File: src/rtl/st7735_init_if.sv
// Byte handshake between the init sequencer and the SPI byte transmitter.
// The sequencer is the master and offers bytes; the transmitter is the slave.
interface st7735_init_seq_if;
    logic       tx_valid;
    logic       tx_is_data;
    logic [7:0] tx_byte;
    logic       tx_ready;

    modport master (
        output tx_valid,
        output tx_is_data,
        output tx_byte,
        input  tx_ready
    );

    modport slave (
        input  tx_valid,
        input  tx_is_data,
        input  tx_byte,
        output tx_ready
    );
endinterface

File: src/rtl/st7735_init_seq.sv
// ST7735 init sequencer: hardware reset pulse, then ROM walk to the SPI
// transmitter, with the SWRESET/SLPOUT settle delays inserted.
module st7735_init_seq #(
    parameter int N                = 22,
    parameter int RST_LOW_CYC      = 500,
    parameter int RST_WAIT_CYC     = 6_000_000,
    parameter int SWRESET_WAIT_CYC = 7_500_000,
    parameter int SLPOUT_WAIT_CYC  = 6_000_000,
    localparam int IW = $clog2(N)
) (
    input  logic                     clk,
    input  logic                     rst_n,
    input  logic                     start,
    output logic [IW-1:0]            rom_idx,
    input  logic                     rom_is_data,
    input  logic [7:0]               rom_byte,
    st7735_init_seq_if.master        tx,
    output logic                     lcd_rst_n,
    output logic                     busy,
    output logic                     done
);

    localparam int M0   = (RST_LOW_CYC > RST_WAIT_CYC) ? RST_LOW_CYC : RST_WAIT_CYC;
    localparam int M1   = (SWRESET_WAIT_CYC > SLPOUT_WAIT_CYC) ?
                          SWRESET_WAIT_CYC : SLPOUT_WAIT_CYC;
    localparam int MAXC = (M0 > M1) ? M0 : M1;
    localparam int CW   = $clog2(MAXC + 2);
    localparam logic [IW-1:0] LAST = IW'(N - 1);

    typedef enum logic [2:0] {
        IDLE, RST_LOW, RST_WAIT, LOAD, SEND, WAIT_TX, DELAY, DONE
    } state_t;

    state_t        state_q, state_d;
    logic [IW-1:0] idx_q, idx_d;
    logic [CW-1:0] cnt_q, cnt_d;
    logic          valid_q, valid_d;
    logic          dc_q, dc_d;
    logic [7:0]    byte_q, byte_d;
    logic          lcd_q, lcd_d;
    logic          busy_q, busy_d;
    logic          done_q, done_d;
    logic          adv;
    logic          pad;
    logic          wait_cmd;

    // A zero cycle count still occupies its state for one cycle.
    function automatic logic [CW-1:0] ld(input int c);
        return (c <= 0) ? CW'(1) : CW'(c);
    endfunction

    assign pad      = !rom_is_data && (rom_byte == 8'h00);
    assign wait_cmd = !dc_q && (byte_q == 8'h01 || byte_q == 8'h11);

    always_comb begin
        state_d = state_q;
        idx_d   = idx_q;
        cnt_d   = cnt_q;
        valid_d = valid_q;
        dc_d    = dc_q;
        byte_d  = byte_q;
        adv     = 1'b0;
        unique case (state_q)
            IDLE, DONE: begin
                if (start) begin
                    state_d = RST_LOW;
                    idx_d   = '0;
                    cnt_d   = ld(RST_LOW_CYC);
                end
            end
            RST_LOW: begin
                if (cnt_q <= CW'(1)) begin
                    state_d = RST_WAIT;
                    cnt_d   = ld(RST_WAIT_CYC);
                end else begin
                    cnt_d = cnt_q - CW'(1);
                end
            end
            RST_WAIT: begin
                if (cnt_q <= CW'(1)) begin
                    state_d = LOAD;
                    cnt_d   = '0;
                end else begin
                    cnt_d = cnt_q - CW'(1);
                end
            end
            LOAD: begin
                if (pad) begin
                    adv = 1'b1;
                end else begin
                    byte_d  = rom_byte;
                    dc_d    = rom_is_data;
                    valid_d = 1'b1;
                    state_d = SEND;
                end
            end
            SEND: begin
                if (valid_q && tx.tx_ready) begin
                    valid_d = 1'b0;
                    if (wait_cmd) state_d = WAIT_TX;
                    else adv = 1'b1;
                end
            end
            WAIT_TX: begin
                // Delay is timed from the end of the last shifted bit.
                if (tx.tx_ready) begin
                    state_d = DELAY;
                    cnt_d   = (byte_q == 8'h01) ? ld(SWRESET_WAIT_CYC)
                                                : ld(SLPOUT_WAIT_CYC);
                end
            end
            DELAY: begin
                if (cnt_q <= CW'(1)) begin
                    adv   = 1'b1;
                    cnt_d = '0;
                end else begin
                    cnt_d = cnt_q - CW'(1);
                end
            end
            default: state_d = IDLE;
        endcase
        if (adv) begin
            if (idx_q == LAST) begin
                state_d = DONE;
            end else begin
                idx_d   = idx_q + IW'(1);
                state_d = LOAD;
            end
        end
        busy_d = !(state_d == IDLE || state_d == DONE);
        done_d = (state_d == DONE);
        lcd_d  = !(state_d == IDLE || state_d == RST_LOW);
    end

    always_ff @(posedge clk or negedge rst_n) begin
        if (!rst_n) begin
            state_q <= IDLE;
            idx_q   <= '0;
            cnt_q   <= '0;
            valid_q <= 1'b0;
            dc_q    <= 1'b0;
            byte_q  <= 8'h00;
            lcd_q   <= 1'b0;
            busy_q  <= 1'b0;
            done_q  <= 1'b0;
        end else begin
            state_q <= state_d;
            idx_q   <= idx_d;
            cnt_q   <= cnt_d;
            valid_q <= valid_d;
            dc_q    <= dc_d;
            byte_q  <= byte_d;
            lcd_q   <= lcd_d;
            busy_q  <= busy_d;
            done_q  <= done_d;
        end
    end

    assign rom_idx       = idx_q;
    assign tx.tx_valid   = valid_q;
    assign tx.tx_is_data = dc_q;
    assign tx.tx_byte    = byte_q;
    assign lcd_rst_n     = lcd_q;
    assign busy          = busy_q;
    assign done          = done_q;

endmodule
File: src/flat_wrapper.sv
// flat-port wrapper written by rule: the top's interface ports become plain ports
module st7735_init_seq_flat 
#(
    parameter int N                = 22,
    parameter int RST_LOW_CYC      = 500,
    parameter int RST_WAIT_CYC     = 6_000_000,
    parameter int SWRESET_WAIT_CYC = 7_500_000,
    parameter int SLPOUT_WAIT_CYC  = 6_000_000,
    localparam int IW = $clog2(N)
)
  (clk, rst_n, start, rom_idx, rom_is_data, rom_byte, lcd_rst_n, busy, done, tx_tx_valid, tx_tx_is_data, tx_tx_byte, tx_tx_ready);
  st7735_init_seq_if tx_i ();
  input  logic clk;
  input  logic rst_n;
  input  logic start;
  output logic [IW-1:0] rom_idx;
  input  logic rom_is_data;
  input  logic [7:0] rom_byte;
  output logic lcd_rst_n;
  output logic busy;
  output logic done;
  output wire logic [$bits(tx_i.tx_valid)-1:0] tx_tx_valid;
  output wire logic [$bits(tx_i.tx_is_data)-1:0] tx_tx_is_data;
  output wire logic [$bits(tx_i.tx_byte)-1:0] tx_tx_byte;
  input wire logic [$bits(tx_i.tx_ready)-1:0] tx_tx_ready;
  assign tx_tx_valid = tx_i.tx_valid;
  assign tx_tx_is_data = tx_i.tx_is_data;
  assign tx_tx_byte = tx_i.tx_byte;
  assign tx_i.tx_ready = tx_tx_ready;
  st7735_init_seq #(.N(N), .RST_LOW_CYC(RST_LOW_CYC), .RST_WAIT_CYC(RST_WAIT_CYC), .SWRESET_WAIT_CYC(SWRESET_WAIT_CYC), .SLPOUT_WAIT_CYC(SLPOUT_WAIT_CYC)) u_core (.clk(clk), .rst_n(rst_n), .start(start), .rom_idx(rom_idx), .rom_is_data(rom_is_data), .rom_byte(rom_byte), .tx(tx_i), .lcd_rst_n(lcd_rst_n), .busy(busy), .done(done));
endmodule
File: config.mk
export PLATFORM = sky130hd
export DESIGN_NAME = st7735_init_seq_flat
export DESIGN_NICKNAME = d
export VERILOG_FILES = /design/src/rtl/st7735_init_if.sv /design/src/rtl/st7735_init_seq.sv /design/src/flat_wrapper.sv
export SDC_FILE = /design/constraint.sdc
export NUM_CORES = 1
export LEC_CHECK = 0
export ABC_AREA = 0
export CAP_MARGIN = 20
export CORE_UTILIZATION = 50
export DETAILED_ROUTE_END_ITERATION = 10
export PLACE_DENSITY = 0.85
export SETUP_SLACK_MARGIN = 0.2
export SYNTH_ARGS = -nofsm -noshare
export SYNTH_HDL_FRONTEND = slang
export SYNTH_SLANG_ARGS = --single-unit
File: constraint.sdc
create_clock -name clk -period 2.1 [get_ports clk]
set_input_delay 0.42 -clock clk [delete_from_list [all_inputs] [get_ports clk]]
set_output_delay 0.42 -clock clk [all_outputs]
set_load 0.05 [all_outputs]
; ---- Yosys cells after proc, flatten, opt, wreduce, memory -nomap -nowiden
; Index checks and enable logic that the tools add are counted.
[op_classes]
reduce_logical = 20
bitwise = 1
n_eq_ne = 16
n_addsub = 2
magnitude_cmp = 1
muxes = 28
[op_table]
columns = operator, count
row1 = 2-to-1 mux 23 bit, 4
row2 = case mux 23 bit (4 select lines), 1
row3 = 2-to-1 mux 3 bit, 9
row4 = <= comparator 23 x 1 -> 1 bit (second input constant), 1
row5 = subtractor 23 x 1 -> 23 bit (second input constant), 1
row6 = 2-to-1 mux 22 bit, 1
row7 = 2-to-1 mux 5 bit, 4
row8 = case mux 3 bit (6 select lines), 1
row9 = == test 3 bit (second input constant), 5
row10 = == test 8 x 1 -> 1 bit (second input constant), 1
row11 = == test 8 x 5 -> 1 bit (second input constant), 1
row12 = logical NOT 8 bit, 1
row13 = == test 3 x 1 -> 1 bit (second input constant), 2
row14 = == test 3 x 2 -> 1 bit (second input constant), 2
row15 = logical NOT 3 bit, 2
row16 = 2-to-1 mux 1 bit, 6
row17 = != test 2 bit (second input constant), 3
row18 = AND reduction 3 bit, 2
row19 = adder 5 x 1 -> 5 bit (second input constant), 1
row20 = == test 5 bit (second input constant), 1
row21 = logical NOT 1 bit, 4
row22 = nonzero test 4 bit, 1
row23 = OR reduction 2 bit, 2
row24 = logical AND 1 bit, 3
row25 = other kinds (7), 9
[word_totals]
input_bits = 13
ff_bits = 44
output_inout_bits = 18
wordCells = 77

; ---- Depth between registers and ports, before layout
; Gate-level depths: netlist (run 1).
[logic_depth]
ltp_word = 10
depth_mapped = 10
ltp_nobuf = 8

; ---- Worst setup path before layout (run 1)
; OpenSTA, ideal clock, no wires.
[synth_timing]
kind = flip-flop to flip-flop
startpoint = register u_core.state_q[0]
endpoint = register u_core.cnt_q[11]
setup_ps = 126
arrival_time_ps = 1934
path_stages_with_launch = 10
n_path_buf = 3
required_ps = 1974
setup_slack_ps = 40
synth_period_minus_slack_ps = 2060
path_cell_list = dfrtp_1 > ha_1 > clkbuf_1 > mux2i_1 > nand2b_1 > clkbuf_1 > a21oi_2 > and2_1 > clkbuf_1 > a221o_1
[synth_between]
elab_chain_len = 4
word_cells_on_any_way = 13
cone_classes = eq/ne (7) / mux (1) / reduce/logical (5)
[synth_rtl]
columns = item, line_no
row1 = from (decl), st7735_init_seq.sv:34  ; state_t state_q, state_d;
row2 = from (signal assigned), st7735_init_seq.sv:147  ; state_q <= state_d;
row3 = "== test 3 bit, or another cell as far along", st7735_init_seq.sv:63  ; unique case (state_q)
row4 = "OR reduction 2 bit, on equally long branches", n/a
row5 = != test 2 bit (no line) / nonzero test 4 bit (equally long branches), n/a
row6 = AND reduction 3 bit (no line), n/a
row7 = to (signal assigned), st7735_init_seq.sv:149  ; cnt_q <= cnt_d;
row8 = to (decl), st7735_init_seq.sv:36  ; logic [CW-1:0] cnt_q, cnt_d;
; Parallel ways exist; a longest one is shown, timed or not.
; A chain may end at the register's enable or synchronous reset.

; ---- Worst setup path after layout (run 1)
[layout_timing]
startpoint = register u_core.cnt_q[17]
endpoint = register u_core.busy_q, in the netlist u_core.busy
[layout_between]
elab_chain_len = 7
word_cells_on_any_way = 11
cone_classes = order compare (1) / eq/ne (1) / mux (6) / reduce/logical (3)
[layout_rtl]
columns = item, line_no
row1 = <= comparator 23 x 1 -> 1 bit (*), "st7735_init_seq.sv:72, st7735_init_seq.sv:80, st7735_init_seq.sv:113"
row2 = "2-to-1 mux 3 bit, or another cell as far along", st7735_init_seq.sv:80  ; if (cnt_q <= CW'(1)) begin
row3 = case mux 3 bit (6 select lines) / case mux 1 bit (3 select lines) (equally long branches), st7735_init_seq.sv:63
row4 = 2-to-1 mux 3 bit (*), st7735_init_seq.sv:122  ; if (adv) begin
row5 = == test 3 bit / logical NOT 3 bit (equally long branches), st7735_init_seq.sv:130  ; busy_d = !(state_d == IDLE || state_d == DONE);
row6 = logical OR 1 bit (*), st7735_init_seq.sv:130
row7 = logical NOT 1 bit (*), st7735_init_seq.sv:130
row8 = via u_core.busy_d, st7735_init_seq.sv:41  ; logic busy_q, busy_d;
row9 = to (signal assigned), st7735_init_seq.sv:154  ; busy_q <= busy_d;
row10 = to (decl), st7735_init_seq.sv:41
; Mark *: on every way through the listed nets, which the timed path passes. The rest lies on a longest branch.

==> results of run 1 <==
## flip-flops by register name, summed over array words and instances (netlist names)
register,count
u_core.cnt_q,23
u_core.tx.tx_byte,8
u_core.rom_idx,5
u_core.state_q,3
u_core.busy,1
u_core.done,1
u_core.lcd_rst_n,1
u_core.tx.tx_is_data,1
u_core.tx.tx_valid,1
## final timing paths
kind,start,to,slack (ps),cells past startpoint
min in group clk,rom_byte[4],u_core.tx.tx_byte[4]$_DFFE_PN0P_,420,2
max in group asynchronous,rst_n,u_core.state_q[0]$_DFF_PN0_,1500,2
max,u_core.cnt_q[17]$_DFFE_PN0P_,u_core.busy$_DFF_PN0_,-160,7
max reg2reg,u_core.cnt_q[17]$_DFFE_PN0P_,u_core.busy$_DFF_PN0_,-160,7
min reg2reg,u_core.cnt_q[12]$_DFFE_PN0P_,u_core.cnt_q[12]$_DFFE_PN0P_,540,2
min,rst_n,u_core.cnt_q[11]$_DFFE_PN0P_,80,1
## final cells by class
type	instances	area share (%)
flip-flops and latches	44	26.1
clock buffers	8	2.12
multi-input cells	243	46.2
inverters	18	1.59
well taps	70	2.06
repair buffers	109	22.0
## cell families after synthesis
family | count (synthesis) | share of synthesized area [%]
muxes | 10 | 3.96
adders and majority gates | 8 | 3.60
and+or+nand+nor | 126 | 24.8
DFF | 44 | 39.6
buffers and inverters | 32 | 4.67
xor gates and xnor gates | 3 | 0.944
AOI/OAI and AO/OA | 94 | 22.5
## through the flow
step                TNS, ps  worst slack, ps  instance area [sq um]
floorplan                 0              160                   2820
global route          -1220             -154                   4250
detailed placement    -2870             -238                   3520
global placement      -1060             -155                   3520
CTS                       0             38.8                   3930
finish                -1470             -164                   4250
## metal layers
layer	up-vias	share of wire [%]
met2	179	52
met1	1537	38
met3	47	6.3
met4	0	3.9
met5	-	0
li1	1385	-
## cells in the mapped netlist, types with 3 or more instances
master	count	share of area (%)
o21ai_0	26	4.7
nand4_1	4	0.90
o21ai_1	3	0.54
nand2_1	29	3.9
dfrtp_1	44	40
a211oi_1	3	0.81
a21o_1	4	1.1
nand4b_1	3	0.94
nand3_1	17	3.1
inv_1	18	2.4
a22o_1	5	1.6
nor2_1	22	3.0
nand2b_1	6	1.3
nor4_1	4	0.90
nor3_1	12	2.2
o211ai_1	5	1.3
a31oi_1	10	2.2
mux2_2	8	3.2
a21oi_1	11	2.0
nor2b_1	5	1.1
clkbuf_1	11	1.5
and2_1	5	1.1
or3_1	4	0.90
ha_1	8	3.6
o22ai_1	3	0.67
## what timing repair did
action,in CTS,in global routing
gates resized for setup,68,54
setup endpoints to repair,49,41
pin swaps,32,22
setup buffers,19,8
cloned,3,0
hold endpoints to repair,0,0
## power by group
| group | internal [W] | switching, W |
|---|---|---|
| Sequential | 0.00115 | 0.000301 |
| Combinational | 0.00226 | 0.00301 |
| Clock | 0.000269 | 0.000295 |
==> results.md, run 1 <==
- The diode insertion count for antenna repair is 0.
- Setup repair after global routing could not meet its margin everywhere.
- In this run the remaining antenna-violating nets after routing total 0.
- The count of cell types in the netlist is approximately 60.
- The largest voltage drop on the vdd net is roughly 1.2 mV.
- The number of rows in the core area is 26.
- The clock arrives with 6.82 ps of skew.
- The routability-driven placement congestion ratio is between 0.9 and 1.
- The chip height is approximately 77 um.
- The design draws ~0.0073 W.
- The post-detailed-route wirelength per cell is between 20 and 25 um.
- The clock insertion delay at the later pin of the skew report is between 300 and 400 ps.
- The relative max-transition margin is approximately 65%.
- The number of global-route vias before repair is between 2000 and 3000.
- Subtracting the final worst setup slack from the clock period gives 2260 ps.
- The final-stage net count is 442.
- The final count of pins violating max slew is 0.
- The core box area is between 5000 and 6000 sq um.
- The share of final-layout standard cells stronger than drive strength 1 is between 30 and 40%.
- The worst setup path is launched from a register.
- Data on the critical path is required at its endpoint by approximately 2300 ps.
- The floorplan step defined a die boundary enclosing between 5000 and 6000 sq um.
- The total of max-cap violations is 0.
- The checks that failed: setup timing.
- Based on the critical path, the design can be clocked at up to about 440 MHz.
- The first-pass detailed-route iteration total is 5.
- The count of warnings emitted by yosys is 0.
- The number of nets handed over by synthesis was 338.
- The sum of buffers and inverters on the critical path is 1.
- The sort of element at the end of the critical path is a register.
- The number of placed cells counting well taps is 454.
- The post-layout utilization of the core is about four fifths.
- The biggest cell delay along the critical path is ~430 ps.
- The most frequent standard cell in the layout excluding fill and tap cells is buf_4.
- In this run the worst path has a maximum fanout of 6.
- Leaving out fill and tap cells, the most frequent cells in the layout are buf_4, dfrtp_1, nand2_1, nor2_1, o21ai_0.
- The post-synthesis instance total is 317.
- The average instance area after synthesis is between 8 and 9 sq um.
- The analysis attributes to cell leakage a power of between 1.5 and 2 nW.
- Among all stages on the critical path, the largest delay is contributed by dfrtp_1.
- Entering global routing, the biggest net connects 26 pins.
- TritonCTS built the clock tree.
- The initial core utilization is between 50% and 60%.
- The first global-routing pass estimated about 14000 um of wire.
- The count of vias placed by the detailed router is roughly 3100.
- The synthesized design contains 44 register bits.
- Clock-pin slew was measured on the worst setup and hold paths at about 80 ps.
- Setup violations remaining at the end of the flow were counted as 19.
- Registers take around 1100 sq um.
- For this design, the sink count on the clock tree is 44.
- The flow ran to the end, but the final reports show violations.
- The final hold violation count is 0.
- In the final layout, the multi-input gates occupy 1960 sq um.
- The filler cell count in the final layout is around 310.
- The deepest clock path buffer count is 2.
- STA puts the critical path data arrival time at about 2500 ps.
- The count of cells in the finished layout, fillers not included, comes to slightly below 500.
- The worst setup path category is register to register.
- Dividing the final minimum period by the clock period gives 108%.
- The final-layout worst hold slack is around 77 ps.
- The count of hold buffers inserted by post-cts repair is 0.
- After the first detailed-routing iteration, the DRC count stood at between 200 and 300.
- The synthesized netlist occupies a cell area of ~2800 sq um.
- The prevailing post-synth register cell is dfrtp_1.
- The die is about 77 um wide.
- The area growth from synthesis to layout is 52.6%.
- The routing layer with the top usage in global route is met2.
- Once routing completed, OpenROAD measured the worst setup slack at -164 ps.
- The met3 usage in global routing is between 5 and 6%.
- In this run the power density over the cells is around 1700 nW/um^2.
- Across every metal layer, demand over resource in global routing totals between 30% and 40%.
- In the routed layout, each cell is associated on average with a via count of around 6.4.
- In this run, synthesis inferred 0 flip-flops with an integrated enable.
- The sum of overflow across all layers after global routing is 0.
- The initial antenna violation count came to 0.
- The number of buffers created by CTS is 5.
- The total wire length is ~10000 um.
- For this run, global-route usage on met1 was measured as between 30% and 40%.
- Of all flip-flops after synthesis, the portion carrying an async set or reset was 100%.
- The met2 usage in global routing is 54.0%.
- The remaining routing DRC violations is 0.
- In this run the tool buffered the top-level ports with 30 buffer cells.
- Summing the sequential cell areas from Yosys gives between 30% and 40% of the chip area.
- The root buffer cell chosen for the clock tree is clkbuf_8.
- Once detailed placement completed, the half-perimeter wirelength came to around 5600 um.
- During I/O placement, the number of pins put on the boundary was 31.
- Grouping stages by cell kind, the critical path spends the most delay in simple AND/OR/NAND/NOR gates.
- Traced cell by cell, the critical path runs through nor4_4, nand4b_1, buf_6, or2_4, o2111a_2, a31o_1, o21ai_1.
- In this run the number of H-tree levels came out at 2.
- At the pin with the least slew margin, the transition time is 529 ps.
- The tightest min-delay check is of the input pin to asynchronous set/reset pin type.
Power figures use the tool's default switching activity.
==> run 2, diff against run 1 <==
SETUP_SLACK_MARGIN = 0.02   (was 0.2)
==> results.md, run 2 (synthesis results as in run 1) <==
- The flow ran to the end, but the final reports show violations.
- The final reports fail on setup timing.
- The final-stage net count is 430 (-2.7%).
- The number of rows in the core area is 26 (unchanged).
- The overall fraction of global-route tracks in use is 28.2% (-2.2 points).
- The sum of net half-perimeters after detailed placement was 5460 um (-2.5%).
- STA classifies the critical path endpoint as a register.
- The transition at the pin with the smallest max-transition slack came to 561 ps (+31.7 ps).
- The layout overhead on the synthesized area is 42.7%.
- The vias per cell is 6.17 (-3.6%).
- The final number of setup-violating endpoints is 1 (-18).
- The diode insertion count for antenna repair is 0 (unchanged).
- STA classifies the critical path startpoint as a register.
- The final count of pins violating max slew is 0 (unchanged).
- The clock transition time at the flip-flop clock pins of the worst setup and hold paths is 90 ps (about the same).
- The routability-driven placement congestion ratio was 0.951 (+4.8%).
- The sum of overflow across all layers after global routing is 0 (unchanged).
- The final hold violation count was 0 (unchanged).
- The path class of the tightest hold or removal check is input pin to asynchronous set/reset pin.
- The final worst-path setup slack is -46.9 ps (+118 ps).
- The remaining routing DRC violations is 0 (unchanged).
- The leakage power of the design is 1.66 nW (-9.7%).
- The worst-case setup slack after placement is -240 ps (-1.57 ps).
- The post-place instance area was 3540 sq um (+0.64%).
- The worst setup path is of the register to register kind.
- The number of global-route vias before repair came to 2863 (-3.3%).
- The worst register-to-register path ends at u_core.busy$_DFF_PN0_.
- The combinational share of power is 69.3% (-3.1 points).
- The share of total power consumed by net switching is 48.6% (-0.88 points).
- The share of final-layout standard cells stronger than drive strength 1 came to 33.2% (-6.2 points).
- The required time reported for the critical path endpoint is 2290 ps (-30 ps).
- The number of DRC markers in iteration 0 came to 421 (+64%).
- The count of hold buffers inserted by post-cts repair is 0 (unchanged).
- The switching power summed over all nets is 0.00319 W (-11%).
- The master cell of the clock root buffer is clkbuf_8.
- The clock insertion delay at the later pin of the skew report is 310 ps (about the same).
- The largest net degree at the start of global routing came to 45 (+73%).
- The number of buffers created by CTS is 5 (unchanged).
- The remaining antenna violation count after routing is 0 (unchanged).
- The clock sink count is 44 (unchanged).
- The number of placed cells counting well taps was 461 (+1.5%).
- The logic depth of the worst register-to-register path is 9 (+2).
- The post-layout utilization of the core is 75.8% (-5.3 points).
- Setup repair after global routing could not meet its margin everywhere.
- The deepest clock path buffer count is 2 (unchanged).
- The post-detailed-route wirelength per cell is 18.0 um (-12%).
- The horizontal extent of the die was 76.6 um (unchanged).
- The post-route non-filler standard cell count was 480 (-2.4%).
- The I/O pin count is 31 (unchanged).
- The initial core utilization was 53.2% (unchanged).
- The peak fanout along the critical path is 6 (unchanged).
- The chip height was 76.6 um (unchanged).
- The core box area is 5240 sq um (unchanged).
- The post-route minimum period is 2150 ps (-118 ps).
- The flop-to-flop setup slack is -50 ps (+120 ps).
- The power density over cell area is 1650 nW/um^2 (-3.6%).
- The initial antenna violation count is 0 (unchanged).
- The register with the highest flop count is u_core.cnt_q.
- The clock network power share is 8.9% (+1.2 points).
- The largest clock skew in the final design came to 4.70 ps (-2.12 ps).
- The top cell types in the final layout, fill and taps aside, are buf_4, dfrtp_1, clkdlybuf4s50_1, nand2_1.
- The largest voltage drop on the vdd net is 1.07 mV (-11%).
- The first-pass detailed-route iteration total is 5 (unchanged).
- The area of the die was 5870 sq um (unchanged).
- The summed area of non-filler cells in the final layout was 3970 sq um (-6.5%).
- The total wire length is 8660 um (-14%).
- The global-route wire length before repair came to 13100 um (-6.7%).
- The flip-flop count of the largest register after layout is 23 (unchanged).
- The data arrival time of the worst path is 2340 ps (-140 ps).
- The share of power burned in registers is 21.8% (+1.9 points).
- The worst flop-to-flop path startpoint is u_core.state_q[1]$_DFF_PN0_.
- The count of vias placed by the detailed router is 2960 (-6.0%).
- The total of max-cap violations was 0 (unchanged).
- Leaving out fill and tap cells, the most frequent cell in the layout is buf_4.
- The internal power summed over all cells was 0.00337 W (-8.3%).
- The count of port buffers added during placement is 30 (unchanged).
- The CTS H-tree depth came to 2 (unchanged).
- The share of the cycle needed by the critical path after routing is 102% (-5.6 points).
- The highest clock frequency the design can meet is 466 MHz (+5.5%).
- The relative max-transition margin came to 62.6% (-2.0 points).
- The clock tree from TritonCTS is done.
- The worst setup path startpoint is u_core.state_q[1]$_DFF_PN0_.
run 2: final cells by class:
cell class,instances,area (sq um)
Clock inverter,2,15.0
Fill cell,330,1260
Inverter,18,67.6
Clock buffer,6,82.6
Sequential cell,44,1100
Tap cell,70,87.6
Multi-Input combinational cell,241,1770
Timing Repair Buffer,99,843
run 2: power groups by stage:
stage | Combinational (W) | Clock [W] | Sequential [W]
after floorplan | 0.00197 | 0 | 0.00184
after global routing | 0.00483 | 0.000621 | 0.00146
after CTS | 0.00398 | 0.000584 | 0.00140
after detailed placement | 0.00381 | 0 | 0.00141
after global placement | 0.00371 | 0 | 0.00140
final | 0.00455 | 0.000584 | 0.00143
run 2: per-stage QoR:
stage | hold WS (ps) | setup TNS (ps) | power [W]
floorplan | 124 | 0 | 0.00381
global placement | 477 | -886 | 0.00511
detailed placement | 474 | -2170 | 0.00522
CTS | 197 | 0 | 0.00596
global route | 232 | -342 | 0.00692
finish | 166 | -46.9 | 0.00657
run 2: routing by layer:
layer  wire (um)  global-route usage (%)  vias to the layer above
met4         133                    14.4                        0
li1            -                       -                     1352
met3         529                    5.15                       17
met2        4510                    47.8                      146
met5           0                       0                        -
met1        3490                    34.0                     1445
run 2: how the worst max path moves through the flow:
stage / to / slack, ps
after detailed placement: u_core.busy$_DFF_PN0_ / -240
after global routing: u_core.rom_idx[3]$_DFF_PN0_ / -90
after floorplan: u_core.cnt_q[11]$_DFFE_PN0P_ / 40
after CTS: u_core.cnt_q[22]$_DFFE_PN0P_ / 30
after global placement: u_core.rom_idx[3]$_DFF_PN0_ / -150
final: u_core.busy$_DFF_PN0_ / -50
run 2: critical path: stages (launching register included):
cell	delay, ps
dfrtp_1	390
buf_4	160
ha_2	190
mux2i_2	230
nand2b_4	200
buf_4	160
o211a_1	180
o2111a_1	260
a31o_1	160
o21ai_1	80
run 2: repair_timing:
action | CTS | global route
gates resized for setup | 11 | 52
setup endpoints to repair | 26 | 33
hold endpoints to repair | 0 | 0
pin swaps | 3 | 19
buffers inserted | 6 | 5
